**src/rtl/dmem_access_ctrl_pkg.sv**
```systemverilog
// Shared definitions for the data-memory access controller and its data_memory partner.
package dmem_access_ctrl_pkg;

    localparam int unsigned ADDR_BITS = 12;
    localparam int unsigned DATA_W    = 16;

    localparam logic [1:0] OP_LOAD16  = 2'b00;
    localparam logic [1:0] OP_STORE16 = 2'b01;
    localparam logic [1:0] OP_LOAD32  = 2'b10;
    localparam logic [1:0] OP_STORE32 = 2'b11;

    typedef enum logic [1:0] {
        StIdle,
        StFirst,
        StSecond,
        StResp
    } state_e;

    function automatic logic op_is32(logic [1:0] op);
        return op[1];
    endfunction

    function automatic logic op_is_store(logic [1:0] op);
        return op[0];
    endfunction

endpackage

```
**src/rtl/dmem_access_ctrl_if.sv**
```systemverilog
// Request/response and data-memory signals of the access controller, seen from either side.
interface dmem_access_ctrl_if;
    import dmem_access_ctrl_pkg::*;

    logic              i_req_valid;
    logic [1:0]        i_req_op;
    logic [15:0]       i_req_address;
    logic [31:0]       i_req_write_data;
    logic              o_req_ready;
    logic              o_resp_valid;
    logic [31:0]       o_resp_data;
    logic              o_addr_err;
    logic              o_busy;
    logic [15:0]       o_mem_address;
    logic [DATA_W-1:0] o_mem_write_data;
    logic              o_mem_read;
    logic              o_mem_write;
    logic [DATA_W-1:0] i_mem_read_data;

    modport slave (
        input  i_req_valid, i_req_op, i_req_address, i_req_write_data, i_mem_read_data,
        output o_req_ready, o_resp_valid, o_resp_data, o_addr_err, o_busy,
        output o_mem_address, o_mem_write_data, o_mem_read, o_mem_write
    );

    modport master (
        output i_req_valid, i_req_op, i_req_address, i_req_write_data, i_mem_read_data,
        input  o_req_ready, o_resp_valid, o_resp_data, o_addr_err, o_busy,
        input  o_mem_address, o_mem_write_data, o_mem_read, o_mem_write
    );

endinterface

```
**src/rtl/dmem_access_ctrl.sv**
```systemverilog
// Sequences one or two 16-bit word accesses per load/store request, stalling the pipeline
// while a request is in flight. 32-bit values are stored high word first.
module dmem_access_ctrl #(
    parameter int unsigned ADDR_BITS = dmem_access_ctrl_pkg::ADDR_BITS,
    parameter int unsigned DATA_W    = dmem_access_ctrl_pkg::DATA_W
) (
    input logic               i_clk,
    input logic               i_reset,
    dmem_access_ctrl_if.slave bus
);
    import dmem_access_ctrl_pkg::*;

    localparam logic [15:0] AddrMask = 16'((32'd1 << ADDR_BITS) - 32'd1);

    state_e            state_q, state_d;
    logic [1:0]        op_q;
    logic [15:0]       addr_q;
    logic [31:0]       wdata_q;
    logic [DATA_W-1:0] hi_q;
    logic              err_q;
    logic [15:0]       mem_addr_q, mem_addr_d;
    logic [DATA_W-1:0] mem_wdata_q, mem_wdata_d;
    logic              accept;
    logic              err_d;
    logic [16:0]       addr_inc;

    assign accept   = bus.i_req_valid && bus.o_req_ready;
    assign addr_inc = {1'b0, bus.i_req_address} + 17'd1;
    // Error if the first word, or for 32-bit ops the unmasked second word, leaves the range.
    assign err_d    = (|(bus.i_req_address >> ADDR_BITS)) ||
                      (op_is32(bus.i_req_op) && (|(addr_inc >> ADDR_BITS)));

    always_comb begin
        state_d          = state_q;
        mem_addr_d       = mem_addr_q;
        mem_wdata_d      = mem_wdata_q;
        bus.o_req_ready  = 1'b0;
        bus.o_mem_read   = 1'b0;
        bus.o_mem_write  = 1'b0;
        bus.o_resp_valid = 1'b0;
        bus.o_resp_data  = '0;
        bus.o_addr_err   = 1'b0;
        unique case (state_q)
            StIdle: begin
                bus.o_req_ready = 1'b1;
                if (bus.i_req_valid) state_d = StFirst;
            end
            StFirst: begin
                mem_addr_d      = addr_q & AddrMask;
                mem_wdata_d     = op_is32(op_q) ? wdata_q[31:16] : wdata_q[15:0];
                bus.o_mem_read  = !op_is_store(op_q);
                bus.o_mem_write = op_is_store(op_q);
                state_d         = op_is32(op_q) ? StSecond : StResp;
            end
            StSecond: begin
                mem_addr_d      = (addr_q + 16'd1) & AddrMask;
                mem_wdata_d     = wdata_q[15:0];
                bus.o_mem_read  = !op_is_store(op_q);
                bus.o_mem_write = op_is_store(op_q);
                state_d         = StResp;
            end
            StResp: begin
                bus.o_resp_valid = 1'b1;
                bus.o_addr_err   = err_q;
                if (!op_is_store(op_q)) begin
                    bus.o_resp_data = {(op_is32(op_q) ? hi_q : '0), bus.i_mem_read_data};
                end
                state_d = StIdle;
            end
            default: state_d = StIdle;
        endcase
        // Reset suppresses any strobe so an interrupted STORE32 never writes its second word.
        if (i_reset) begin
            bus.o_req_ready  = 1'b0;
            bus.o_mem_read   = 1'b0;
            bus.o_mem_write  = 1'b0;
            bus.o_resp_valid = 1'b0;
            bus.o_resp_data  = '0;
            bus.o_addr_err   = 1'b0;
        end
    end

    assign bus.o_busy           = (state_q != StIdle);
    assign bus.o_mem_address    = mem_addr_d;
    assign bus.o_mem_write_data = mem_wdata_d;

    always_ff @(posedge i_clk) begin
        if (i_reset) begin
            state_q     <= StIdle;
            op_q        <= '0;
            addr_q      <= '0;
            wdata_q     <= '0;
            hi_q        <= '0;
            err_q       <= 1'b0;
            mem_addr_q  <= '0;
            mem_wdata_q <= '0;
        end else begin
            state_q     <= state_d;
            mem_addr_q  <= mem_addr_d;
            mem_wdata_q <= mem_wdata_d;
            if (accept) begin
                op_q    <= bus.i_req_op;
                addr_q  <= bus.i_req_address;
                wdata_q <= bus.i_req_write_data;
                err_q   <= err_d;
            end
            if (state_q == StSecond && op_q == OP_LOAD32) hi_q <= bus.i_mem_read_data;
        end
    end

endmodule

```
**src/flat_wrapper.sv**
```systemverilog
// flat-port wrapper written by rule: the top's interface ports become plain ports
module dmem_access_ctrl_flat import dmem_access_ctrl_pkg::*;
#(
    parameter int unsigned ADDR_BITS = dmem_access_ctrl_pkg::ADDR_BITS,
    parameter int unsigned DATA_W    = dmem_access_ctrl_pkg::DATA_W
)
  (i_clk, i_reset, bus_i_req_valid, bus_i_req_op, bus_i_req_address, bus_i_req_write_data, bus_i_mem_read_data, bus_o_req_ready, bus_o_resp_valid, bus_o_resp_data, bus_o_addr_err, bus_o_busy, bus_o_mem_address, bus_o_mem_write_data, bus_o_mem_read, bus_o_mem_write);
  dmem_access_ctrl_if bus_i ();
  input logic i_clk;
  input logic i_reset;
  input wire logic [$bits(bus_i.i_req_valid)-1:0] bus_i_req_valid;
  input wire logic [$bits(bus_i.i_req_op)-1:0] bus_i_req_op;
  input wire logic [$bits(bus_i.i_req_address)-1:0] bus_i_req_address;
  input wire logic [$bits(bus_i.i_req_write_data)-1:0] bus_i_req_write_data;
  input wire logic [$bits(bus_i.i_mem_read_data)-1:0] bus_i_mem_read_data;
  output wire logic [$bits(bus_i.o_req_ready)-1:0] bus_o_req_ready;
  output wire logic [$bits(bus_i.o_resp_valid)-1:0] bus_o_resp_valid;
  output wire logic [$bits(bus_i.o_resp_data)-1:0] bus_o_resp_data;
  output wire logic [$bits(bus_i.o_addr_err)-1:0] bus_o_addr_err;
  output wire logic [$bits(bus_i.o_busy)-1:0] bus_o_busy;
  output wire logic [$bits(bus_i.o_mem_address)-1:0] bus_o_mem_address;
  output wire logic [$bits(bus_i.o_mem_write_data)-1:0] bus_o_mem_write_data;
  output wire logic [$bits(bus_i.o_mem_read)-1:0] bus_o_mem_read;
  output wire logic [$bits(bus_i.o_mem_write)-1:0] bus_o_mem_write;
  assign bus_i.i_req_valid = bus_i_req_valid;
  assign bus_i.i_req_op = bus_i_req_op;
  assign bus_i.i_req_address = bus_i_req_address;
  assign bus_i.i_req_write_data = bus_i_req_write_data;
  assign bus_i.i_mem_read_data = bus_i_mem_read_data;
  assign bus_o_req_ready = bus_i.o_req_ready;
  assign bus_o_resp_valid = bus_i.o_resp_valid;
  assign bus_o_resp_data = bus_i.o_resp_data;
  assign bus_o_addr_err = bus_i.o_addr_err;
  assign bus_o_busy = bus_i.o_busy;
  assign bus_o_mem_address = bus_i.o_mem_address;
  assign bus_o_mem_write_data = bus_i.o_mem_write_data;
  assign bus_o_mem_read = bus_i.o_mem_read;
  assign bus_o_mem_write = bus_i.o_mem_write;
  dmem_access_ctrl #(.ADDR_BITS(ADDR_BITS), .DATA_W(DATA_W)) u_core (.i_clk(i_clk), .i_reset(i_reset), .bus(bus_i));
endmodule
```
**config.mk**
```make
export PLATFORM = sky130hd
export DESIGN_NAME = dmem_access_ctrl_flat
export DESIGN_NICKNAME = d
export VERILOG_FILES = /design/src/rtl/dmem_access_ctrl_pkg.sv /design/src/rtl/dmem_access_ctrl_if.sv /design/src/rtl/dmem_access_ctrl.sv /design/src/flat_wrapper.sv
export SDC_FILE = /design/constraint.sdc
export NUM_CORES = 1
export LEC_CHECK = 0
export ABC_CLOCK_PERIOD_IN_PS = 1500
export CAP_MARGIN = 20
export CORE_MARGIN = 2
export CORE_UTILIZATION = 31
export CTS_CLUSTER_DIAMETER = 80
export DETAILED_ROUTE_END_ITERATION = 10
export PLACE_DENSITY_LB_ADDON = 0.08
export SLEW_MARGIN = 25
export SYNTH_ARGS = -nofsm -noshare
export SYNTH_HDL_FRONTEND = slang
export SYNTH_SLANG_ARGS = --single-unit
```
**constraint.sdc**
```tcl
create_clock -name i_clk -period 1.5 [get_ports i_clk]
set_input_delay 0.225 -clock i_clk [delete_from_list [all_inputs] [get_ports i_clk]]
set_output_delay 0.225 -clock i_clk [all_outputs]
set_load 0.1 [all_outputs]
```
* Word level (Yosys, flattened, before mapping)
Cells that the tools add are included.
** Cells by class
- Muxes and demuxes :: 20
- Reduce and logical (&&, ||, !) cells :: 10
- Eq/ne operators :: 5
- Add/subtract/negate cells :: 2
** Operators by type and width (number)
- 2-to-1 mux 32 bit :: 3
- one-hot mux 16 bit (2 select lines) :: 2
- 2-to-1 mux 16 bit :: 2
- adder 16 x 1 -> 17 bit, second input constant :: 1
- adder 12 x 1 -> 12 bit, second input constant :: 1
- 2-to-1 mux 1 bit :: 11
- one-hot mux 2 bit (4 select lines) :: 1
- == test 2 bit, second input constant :: 3
- OR reduction 5 bit :: 1
- OR reduction 4 bit :: 1
- logical AND 1 bit :: 3
- == test 2 x 1 -> 1 bit, second input constant :: 1
- zero test 2 bit :: 1
- 2-to-1 mux 2 bit :: 1
- != test 2 bit, second input constant :: 1
- nonzero test 2 bit :: 1
- OR reduction 2 bit :: 1
- zero test 1 bit :: 1
- logical OR 1 bit :: 1
** Storage, ports and cells
- Flip-flop bits (word level) :: 97
- Bits of input ports :: 69
- Output and inout port bits :: 70

* Depth between registers and ports, before layout
Gate-level depths: netlist of run 1.
- Depth in word-level cells :: 4
- Depth in mapped cells :: 9
- Gate-level depth less buffers :: 6

* Worst setup path after synthesis of run 1
OpenSTA, ideal clock, no wires.
- Path kind :: register to output
- Start :: register u_core.state_q[0]
- End :: output port bus_o_mem_read
- Stages on the path, launching flop included :: 7
- Buffers on the path :: 3
- Data arrival time :: 3.446 ns
- Path slack :: -2.171 ns
- Cells stage by stage :: dfxtp_1 > inv_1 > ha_1 > buf_2 > buf_2 > buf_2 > nor3b_1
** On the way
- Longest elaborated chain between the ends :: 4
- Elaborated cells on any way between the ends :: 5
** Ends and longest elaborated chain
- start: declaration :: RTL line dmem_access_ctrl.sv:15 : state_e state_q, state_d;
- start signal: assignment :: RTL line dmem_access_ctrl.sv:89 : state_q <= StIdle;
- start signal: assignment :: RTL line dmem_access_ctrl.sv:98 : state_q <= state_d;
- == test 2 x 1 -> 1 bit / == test 2 bit (equally long branches) :: RTL line dmem_access_ctrl.sv:43 : unique case (state_q)
- OR reduction 2 bit (no source line) *
- 2-to-1 mux 1 bit *
- 2-to-1 mux 1 bit * :: RTL line dmem_access_ctrl.sv:73 : if (i_reset) begin
- end: declaration :: RTL line flat_wrapper.sv:23 : output wire logic [$bits(bus_i.o_mem_read)-1:0] bus_o_mem_read;
Every way passes the cells marked *; elsewhere a longest branch is shown, timed or not.

* Worst setup path after layout of run 1
- Start :: register u_core.state_q[0]
- End :: output port bus_o_resp_data[16]
** On the way
- Longest elaborated chain between the ends :: 3
** Ends and longest elaborated chain
- == test 2 bit :: RTL line dmem_access_ctrl.sv:43
- 2-to-1 mux 32 bit :: RTL line dmem_access_ctrl.sv:43
- 2-to-1 mux 32 bit :: RTL line dmem_access_ctrl.sv:73
- end: declaration :: RTL line flat_wrapper.sv:18 : output wire logic [$bits(bus_i.o_resp_data)-1:0] bus_o_resp_data;
Every way passes these cells.

==> results of run 1 <==
## per-stage QoR
stage	cells	setup WS, ns	setup TNS, ns	hold slack [ns]	area, sq um
floorplan	574	-0.5853	-56.93	0.3377	5197
global placement	920	-0.2753	-15.96	0.4394	7767
detailed placement	920	-0.3086	-18.46	0.4443	7767
CTS	954	-0.6288	-41.68	0.3991	8566
global route	966	-0.7204	-49.02	0.4027	8950
finish	966	-0.6664	-42.43	0.4124	8950
## sequential cells by signal (all words and copies together) (netlist names)
register / cells
u_core.state_q: 2
u_core.op_q: 2
u_core.addr_q: 12
u_core.wdata_q: 32
u_core.err_q: 1
u_core.mem_addr_q: 16
u_core.mem_wdata_q: 16
u_core.hi_q: 16
## routing by layer
layer	vias up	wire length (um)
met4	0	237
met3	11	677
met5	-	0
li1	2332	-
met2	78	8084
met1	2228	6169
## logic make-up (layout without fill, tap and decap cells)
kind of cell,after synthesis,count (layout)
buf+inv,53,261
xor+xnor,1,1
fa+ha+maj,6,6
flops,97,97
mux,3,3
simple gates,283,283
compound gates,131,131
## tightest hold or removal path, cell delays in order
cell,delay (ns)
clkdlybuf4s50_1,0.39
nand2_1,0.06
o21ai_1,0.05
## cell usage in the layout, fill, tap and decap left out, types with 4 or more instances in the layout
cell,Yosys,layout
dfxtp_1,97,95
nand2_1,104,88
buf_12,0,80
clkdlybuf4s50_1,0,67
buf_4,2,58
o21ai_1,8,51
nand2b_1,48,48
buf_6,4,23
nor2_1,33,21
and2_4,1,20
a31oi_4,0,18
and3_4,0,17
a21oi_1,30,16
nor2b_1,22,13
a21oi_2,0,11
clkbuf_16,0,11
nor2b_4,1,9
nand2_4,0,9
and2b_1,10,9
nor2_4,0,8
nand2_2,0,7
o21ai_4,0,6
buf_8,0,6
nand3_1,6,5
o21ai_2,1,5
nand4_1,4,4
nor2_2,0,4
nor3_1,5,4
ha_4,0,4
## cell type report
cell class,instances,share of cell area (%)
clock inverter,4,0.8528
timing repair buffer,240,35.44
tap,184,2.572
clock buffer,11,2.824
sequential,97,21.78
multi-input combinational,424,36.15
inverter,6,0.3775
## what timing repair did
action	CTS	global route
setup buffers	14	15
resized for setup	65	77
cloned	6	1
setup endpoints to repair	112	143
pin swaps	11	38
## worst max path at each step
| stage | start | end |
|---|---|---|
| final | u_core.state_q[0] | bus_o_resp_data[16] |
| after global routing | u_core.state_q[0] | bus_o_resp_data[16] |
| after CTS | u_core.state_q[0] | bus_o_mem_address[6] |
| after detailed placement | u_core.state_q[1] | bus_o_mem_write_data[6] |
| after floorplan | u_core.state_q[1] | bus_o_mem_read |
| after global placement | u_core.state_q[0] | bus_o_mem_address[9] |
==> qor.csv, run 1 <==
stage,metric,value,unit
outcome,status,"finished, violations left",
outcome,failing checks,setup timing,
final_layout,Nets,853,
floorplan,I/O Pins,139,
critical_path,CP max stage delay,0.39,ns
critical_path,Worst setup EP type,primary output,
timing,Worst slew margin,69.36,%
yosys,"Async S/R FF share, synth",0,%
yosys,library cells used by synthesis,53,
drt,Routed WL per cell,15.70,um
yosys,syn_area_per_cell,7.926,sq um
global_routing,number of global-route vias before repair,4564,
global_routing,antenna violations before repair,0,
yosys,Seq cells post-synth,97,
timing,Max Slew Vio Count,0,
critical_path,CP required,1.27,ns
yosys,Synth area leaders,"dfxtp_1 43%, nand2_1 8.6%, nand2b_1 6.6%",
yosys,Synth area leader,dfxtp_1,
cts,H-tree depth,3,
critical_path,count of buffer and inverter cells on the critical path,4,
critical_path,critical path peak fanout,5,
global_routing,gr busiest metal,met2,
drt,DRC Markers,0,
final_layout,Final Core Density,62.05,%
cts,Root Buffer,clkbuf_16,
timing,unrepaired setup endpoints after global routing,true,
global_routing,grt met3 use,5.392,%
yosys,post-synthesis simple-gate area fraction,32.12,%
global_routing,pin count of the biggest net entering global routing,51,
yosys,Mapped Area,4549,sq um
worst_hold_path,"Endpoint, Worst Hold",u_core.wdata_q[17],
yosys,area share of fa/ha/maj cells after synthesis,1.650,%
yosys,Synth Area in Compound Gates,16.89,%
timing,Tcrit/Tclk final,144.4,%
timing,clk_skew,0.007110,ns
yosys,sequential cell area fraction in the yosys report,42.68,%
critical_path,Critical Path Source Type,flip-flop,
timing,Achievable Freq,0.4616,GHz
critical_path,Worst R2R Start,u_core.state_q[0],
timing,Slew @ Worst Pin,0.4554,ns
final_layout,multi-input logic area,3236,sq um
critical_path,R2R depth,8,
critical_path,WP depth,8,
yosys,top_reg_cell synth,dfxtp_1,
critical_path,WP data arrival,1.94,ns
placement,IO Port Bufs,138,
floorplan,Die Width,125.1,um
yosys,top-area cell type share of the netlist area,42.68,%
floorplan,Die ar.,15660,sq um
timing,Setup WS post-layout,-0.6664,ns
global_routing,total global routing overflow,0,
job,Max Cap Viol,0,
cts,TritonCTS Sinks,97,
critical_path,kind of critical path,reg -> out,
final_layout,Area growth syn-to-layout,96.73,%
final_layout,sequential cell area,1949,sq um
yosys,mux contribution to synthesized area,0.6601,%
yosys,Cells after Synth,574,
final_layout,Fillers,1212,
drt,Initial DRC Count,191,
worst_hold_path,hold_sp,bus_i_req_write_data[17],
global_routing,GR Util met2,33.44,%
global_routing,Tot GR Track Use,18.29,%
cts,Num CTS Buffers,9,
floorplan,core area,14420,sq um
yosys,Post-synth EDFFs,0,
timing,Finish-stage setup viols,109,
cts,TritonCTS clock tree,built,
drt,first-pass iteration count of the detailed router,4,
cts,CTS Hold Bufs,0,
global_routing,first-pass GRT wire length,22.98,mm
cts,worst skew pair latency,0.35,ns
placement,dpl hpwl,10.22,mm
placement,Routability Congestion,0.8072,
yosys,Post-Syn Nets,649,
timing,"Hold Vio Cnt, Final",0,
drt,vias after detailed routing,4649,
global_routing,met1 GRT Util,20.77,%
critical_path,R2R Path End,u_core.mem_addr_q[9],
drt,vias per cell,4.813,
final_layout,share of cells above drive strength 1,42.71,%
final_layout,ant diodes,0,
critical_path,"Slowest-stage cell, CP",dfxtp_4,
critical_path,FF-to-FF setup slack,-0.17,ns
timing,minimum clock period,2.166,ns
yosys,commonest cells in the netlist,"104 x nand2_1, 97 x dfxtp_1, 54 x o21ai_0, 48 x nand2b_1, 33 x nor2_1",
floorplan,Die Span Y,125.1,um
floorplan,Initial Util,31.54,%
worst_hold_path,Min-Delay Path Depth,3,
yosys,XOR/XNOR Fraction of Synth Area,0.1925,%
yosys,largest family of logic cells by synthesized area,simple AND/OR/NAND/NOR gates,
drt,Post-Route WL,15.17,mm
yosys,cell with the most instances after synthesis,nand2_1,
critical_path,Critical Path Most Common Cell,buf_12,
yosys,Synth warnings,0,
cts,clock buffer depth,2,
critical_path,"CP delay by family, top",buffers and inverters,
cts,Worst-path clk slew,0.07,ns
floorplan,row count,44,
critical_path,CP cell instances,buf_4 -> ha_4 -> nor2b_4 -> and2b_4 -> buf_12 -> buf_6 -> and3_4 -> buf_12,
worst_hold_path,worst min-delay path class,in -> reg,
drt,Routed Antenna Nets,0,
Power of run 1 is not shown: default switching activity piles up to over one toggle a cycle in this logic, so the estimate is an artifact.
==> run 2: changes to the inputs <==
--- a/config.mk
+++ b/config.mk
@@ -7,10 +7,12 @@
 export LEC_CHECK = 0
 export ABC_CLOCK_PERIOD_IN_PS = 1500
 export CAP_MARGIN = 20
+export CORE_ASPECT_RATIO = 2
 export CORE_MARGIN = 2
-export CORE_UTILIZATION = 31
+export CORE_UTILIZATION = 50
 export CTS_CLUSTER_DIAMETER = 80
 export DETAILED_ROUTE_END_ITERATION = 10
+export DONT_BUFFER_PORTS = 1
 export PLACE_DENSITY_LB_ADDON = 0.08
 export SLEW_MARGIN = 25
 export SYNTH_ARGS = -nofsm -noshare
==> run 2 against run 1 <==
The run ends with hold timing, setup timing left. Die area shrank 37%. Sequential share of layout area grew 1.9 points. Maximum frequency shrank 3.9%. Register-to-register slack lost 0.08 ns. Clock skew is essentially flat. Cell count shrank 15%. Critical endpoint is now bus_o_mem_address[8].
==> qor.csv, run 2 (synthesis results as in run 1) <==
stage,metric,value,unit
cts,Root Buffer,clkbuf_16,
timing,Achievable Freq,0.4437,GHz
outcome,status,"finished, violations left",
cts,Worst-path clk slew,0.07,ns
cts,worst skew pair latency,0.35,ns
drt,vias per cell,6.373,
cts,TritonCTS clock tree,built,
floorplan,Die Width,71.45,um
timing,unrepaired setup endpoints after global routing,true,
final_layout,Nets,786,
critical_path,kind of critical path,reg -> out,
critical_path,CP required,1.27,ns
global_routing,first-pass GRT wire length,23.00,mm
timing,Slew @ Worst Pin,0.3797,ns
final_layout,"commonest non-fill, non-tap cells in the layout","95 x dfxtp_1, 70 x buf_12, 68 x nand2_1",
timing,clk_skew,0.006626,ns
critical_path,Worst setup EP type,primary output,
placement,IO Port Bufs,0,
global_routing,pin count of the biggest net entering global routing,60,
job,Max Cap Viol,0,
drt,first-pass iteration count of the detailed router,5,
drt,Initial DRC Count,339,
cts,H-tree depth,3,
drt,DRC Markers,0,
worst_hold_path,worst min-delay path class,in -> reg,
final_layout,Final Core Density,92.55,%
floorplan,I/O Pins,139,
final_layout,"most common cell after layout, fill and taps aside",dfxtp_1,
drt,Routed Antenna Nets,0,
final_layout,Area growth syn-to-layout,80.86,%
drt,vias after detailed routing,5207,
global_routing,Tot GR Track Use,29.13,%
timing,Fin Setup TNS,-45.95,ns
timing,Setup WS post-layout,-0.7537,ns
final_layout,share of cells above drive strength 1,48.67,%
drt,Routed WL per cell,24.36,um
final_layout,max reg flops,32,
floorplan,core area,8890,sq um
placement,Placement Setup Slack,-0.2872,ns
timing,Finish-stage setup viols,134,
timing,minimum clock period,2.254,ns
global_routing,number of global-route vias before repair,4805,
floorplan,row count,49,
global_routing,total global routing overflow,0,
critical_path,Critical Path Source Type,flip-flop,
final_layout,Fillers,291,
timing,Hold WS,-0.008791,ns
floorplan,Initial Util,51.18,%
global_routing,antenna violations before repair,0,
timing,Max Slew Vio Count,0,
drt,Post-Route WL,19.90,mm
final_layout,register name with the most flops,u_core.wdata_q,
floorplan,Die ar.,9924,sq um
cts,TritonCTS Sinks,97,
outcome,failing checks,"hold timing, setup timing",
placement,dpl hpwl,8.746,mm
timing,"Hold Vio Cnt, Final",10,
critical_path,WP data arrival,2.03,ns
cts,clock buffer depth,2,
placement,Routability Congestion,0.7472,
floorplan,Die Span Y,138.9,um
final_layout,ant diodes,0,
cts,Num CTS Buffers,9,
timing,Tcrit/Tclk final,150.2,%
timing,Worst slew margin,74.46,%
critical_path,critical path peak fanout,11,
-- run 2: cell types whose count changed in the layout (fill, tap and decap cells not counted), moves of 10 or more --
cell             change
nand2_2             +25
dlygate4sd3_1       +26
buf_12              -10
nand2_1             -20
clkdlybuf4s50_1     -67
o21ai_1             -10
o21ai_2             +12
buf_4               -10
-- run 2: cell type report --
type | instances | area, sq um | share of cell area (%)
multi-input cells | 425 | 3328 | 40.45
clock inverters | 4 | 52.55 | 0.6387
inverters | 6 | 31.28 | 0.3802
flip-flops and latches | 97 | 1949 | 23.69
clock buffers | 11 | 252.7 | 3.072
well taps | 102 | 127.6 | 1.551
repair buffers | 172 | 2486 | 30.22
-- run 2: final timing paths --
check | startpoint | end | slack (ns) | cells past startpoint
max | u_core.state_q[1] | bus_o_mem_address[8] | -0.75 | 8
min | bus_i_mem_read_data[7] | u_core.hi_q[7] | -0.009 | 2
max reg2reg | u_core.state_q[0] | u_core.mem_wdata_q[3] | -0.25 | 8
min reg2reg | u_core.hi_q[8] | u_core.hi_q[8] | 0.47 | 2
-- run 2: worst max-delay path, stage by stage, from the launching register on --
cell and delay (ns):
dfxtp_4 0.39, inv_4 0.06, ha_4 0.39, buf_8 0.17, nand3b_1 0.10, mux2i_1 0.19
buf_4 0.17, nor2_4 0.04, buf_12 0.16
-- run 2: repair_timing --
action	CTS	global route
resized for setup	54	113
cloned	5	10
endpoints found under the hold margin	67	0
hold buffers	27	0
setup endpoints to repair	110	136
pin swaps	22	20
setup buffers	12	13
-- run 2: routing by layer --
layer / routed length (um) / GRT usage (%)
met5: 0 / 0
met4: 1607 / 13.80
met3: 1208 / 4.942
met2: 10740 / 57.36
met1: 6345 / 27.42
-- run 2: metrics by stage --
step                      cells  hold slack, ns  area, sq um
after floorplan             574          0.3377         5197
after detailed placement    735          0.3002         6514
after global routing        817       -0.003209         8228
after CTS                   794       0.0002205         7491
after global placement      735          0.3014         6514
final                       817       -0.008791         8228
Power of run 2 is left out for the same reason.
==> run 3: changes to the inputs <==
--- a/config.mk
+++ b/config.mk
@@ -9,11 +9,13 @@
 export CAP_MARGIN = 20
 export CORE_ASPECT_RATIO = 2
 export CORE_MARGIN = 2
-export CORE_UTILIZATION = 50
+export CORE_UTILIZATION = 35
 export CTS_CLUSTER_DIAMETER = 80
 export DETAILED_ROUTE_END_ITERATION = 10
 export DONT_BUFFER_PORTS = 1
 export PLACE_DENSITY_LB_ADDON = 0.08
+export REMOVE_ABC_BUFFERS = 1
+export SKIP_CTS_REPAIR_TIMING = 1
 export SLEW_MARGIN = 25
 export SYNTH_ARGS = -nofsm -noshare
 export SYNTH_HDL_FRONTEND = slang
==> run 3 against run 2 <==
The run still ends with hold timing, setup timing left. Setup slack improved by 0.17 ns. Hold slack gained 0.0021 ns. Cell area shrank 8.5%. First-iteration DRC count shrank 64%. Sequential cell count stayed put. Count of clock-buffer cells in the layout down 1. Via count is 19% lower. Die area increased by 41%. Core utilization is 34 points lower. Global-route usage decreased by 12 points. Highest routed layer unchanged.
==> qor.csv, run 3 (synthesis results as in run 1) <==
stage,metric,value,unit
final_layout,Fillers,1142,
critical_path,Setup crit start,u_core.state_q[1],
worst_hold_path,worst min-delay path class,in -> reg,
critical_path,CP required,1.27,ns
final_layout,fin cells,836,
drt,DRC Markers,0,
floorplan,Die ar.,13980,sq um
floorplan,core area,12840,sq um
placement,placed inst area,6480,sq um
global_routing,total global routing overflow,0,
timing,minimum clock period,2.084,ns
floorplan,I/O Pins,139,
timing,Setup WS post-layout,-0.5837,ns
cts,worst skew pair latency,0.34,ns
critical_path,critical path peak fanout,10,
drt,first-pass iteration count of the detailed router,4,
final_layout,register name with the most flops,u_core.wdata_q,
final_layout,sequential cell area,1951,sq um
cts,TritonCTS Sinks,97,
outcome,status,"finished, violations left",
drt,vias after detailed routing,4221,
final_layout,"most common cell after layout, fill and taps aside",nand2_1,
final_layout,"commonest non-fill, non-tap cells in the layout","101 x nand2_1, 94 x dfxtp_1, 80 x buf_12",
timing,"Hold Vio Cnt, Final",8,
final_layout,ant diodes,0,
cts,Root Buffer,clkbuf_16,
timing,Finish-stage setup viols,140,
global_routing,first-pass GRT wire length,18.89,mm
timing,Worst slew margin,82.20,%
critical_path,Critical Path Source Type,flip-flop,
timing,Tcrit/Tclk final,138.9,%
critical_path,Worst R2R Start,u_core.state_q[1],
placement,dpl hpwl,8.262,mm
final_layout,final instance area,7525,sq um
placement,Routability Congestion,0.7780,
placement,IO Port Bufs,0,
critical_path,Worst setup EP type,primary output,
worst_hold_path,hold_sp,bus_i_req_write_data[9],
cts,clock buffer depth,2,
timing,Max Slew Vio Count,0,
floorplan,Initial Util,35.42,%
drt,Post-Route WL,13.42,mm
cts,H-tree depth,3,
global_routing,pin count of the biggest net entering global routing,103,
final_layout,Area growth syn-to-layout,65.40,%
floorplan,row count,59,
final_layout,share of cells above drive strength 1,37.72,%
cts,TritonCTS clock tree,built,
critical_path,kind of critical path,reg -> out,
cts,Worst-path clk slew,0.07,ns
timing,Achievable Freq,0.4799,GHz
floorplan,Die Span Y,165.2,um
timing,Hold WS,-0.006662,ns
cts,Num CTS Buffers,9,
final_layout,max reg flops,32,
placement,Cells after DPL,795,
global_routing,antenna violations before repair,0,
placement,Placement Setup Slack,-0.4213,ns
drt,Routed WL per cell,16.05,um
final_layout,Final Core Density,58.58,%
drt,Routed Antenna Nets,0,
final_layout,multi-input logic area,2814,sq um
timing,unrepaired setup endpoints after global routing,true,
final_layout,Nets,754,
timing,clk_skew,0.007684,ns
timing,Slew @ Worst Pin,0.2646,ns
critical_path,WP data arrival,1.86,ns
global_routing,number of global-route vias before repair,3794,
job,Max Cap Viol,0,
floorplan,Die Width,84.62,um
drt,vias per cell,5.049,
drt,Initial DRC Count,121,
global_routing,Tot GR Track Use,16.77,%
outcome,failing checks,"hold timing, setup timing",
[run 3: cell types whose count changed in the layout (fill, tap and decap cells not counted), sizes merged]
cell and delta:
buf -16, bufinv -1, clkinv +3, clkinvlp -2
dlygate4sd3 -17, inv +2
[run 3: final timing paths]
check | endpoint | slack, ns | depth (start not counted)
max | bus_o_mem_write_data[15] | -0.58 | 7
min | u_core.wdata_q[9] | -0.007 | 2
max reg2reg | u_core.mem_wdata_q[8] | -0.20 | 8
min reg2reg | u_core.hi_q[6] | 0.46 | 2
[run 3: per-layer routing]
layer	global-route usage [%]	share of wire, %	up-vias
met5	0	0	-
met3	3.926	5.1	11
met2	27.02	50	107
met1	22.12	43	1960
met4	5.483	1.3	0
li1	-	-	2143
[run 3: worst max-delay path, cell delays in order (launching register included)]
cell and delay [ns]:
dfxtp_4 0.37, inv_4 0.08, ha_4 0.17, nor2b_4 0.20
buf_12 0.14, o21ai_1 0.09, a31oi_2 0.26, buf_12 0.21
[run 3: stage by stage]
stage / TNS [ns] / hold slack (ns)
2_1_floorplan: -314.02 / 0.2941
3_3_place_gp: -22.80 / 0.3038
3_5_place_dp: -26.86 / 0.3044
4_1_cts: -53.66 / -0.06479
5_1_grt: -50.83 / 0.001051
6_report: -40.50 / -0.006662
[run 3: layout make-up]
class	count	share of cell area, %
clock inverter	6	0.6984
tap	152	2.527
sequential	97	25.92
clock buffer	10	3.176
timing repair buffer	140	29.95
inverter	6	0.3326
multi-input combinational	425	37.40
Power of run 3 is left out for the same reason.
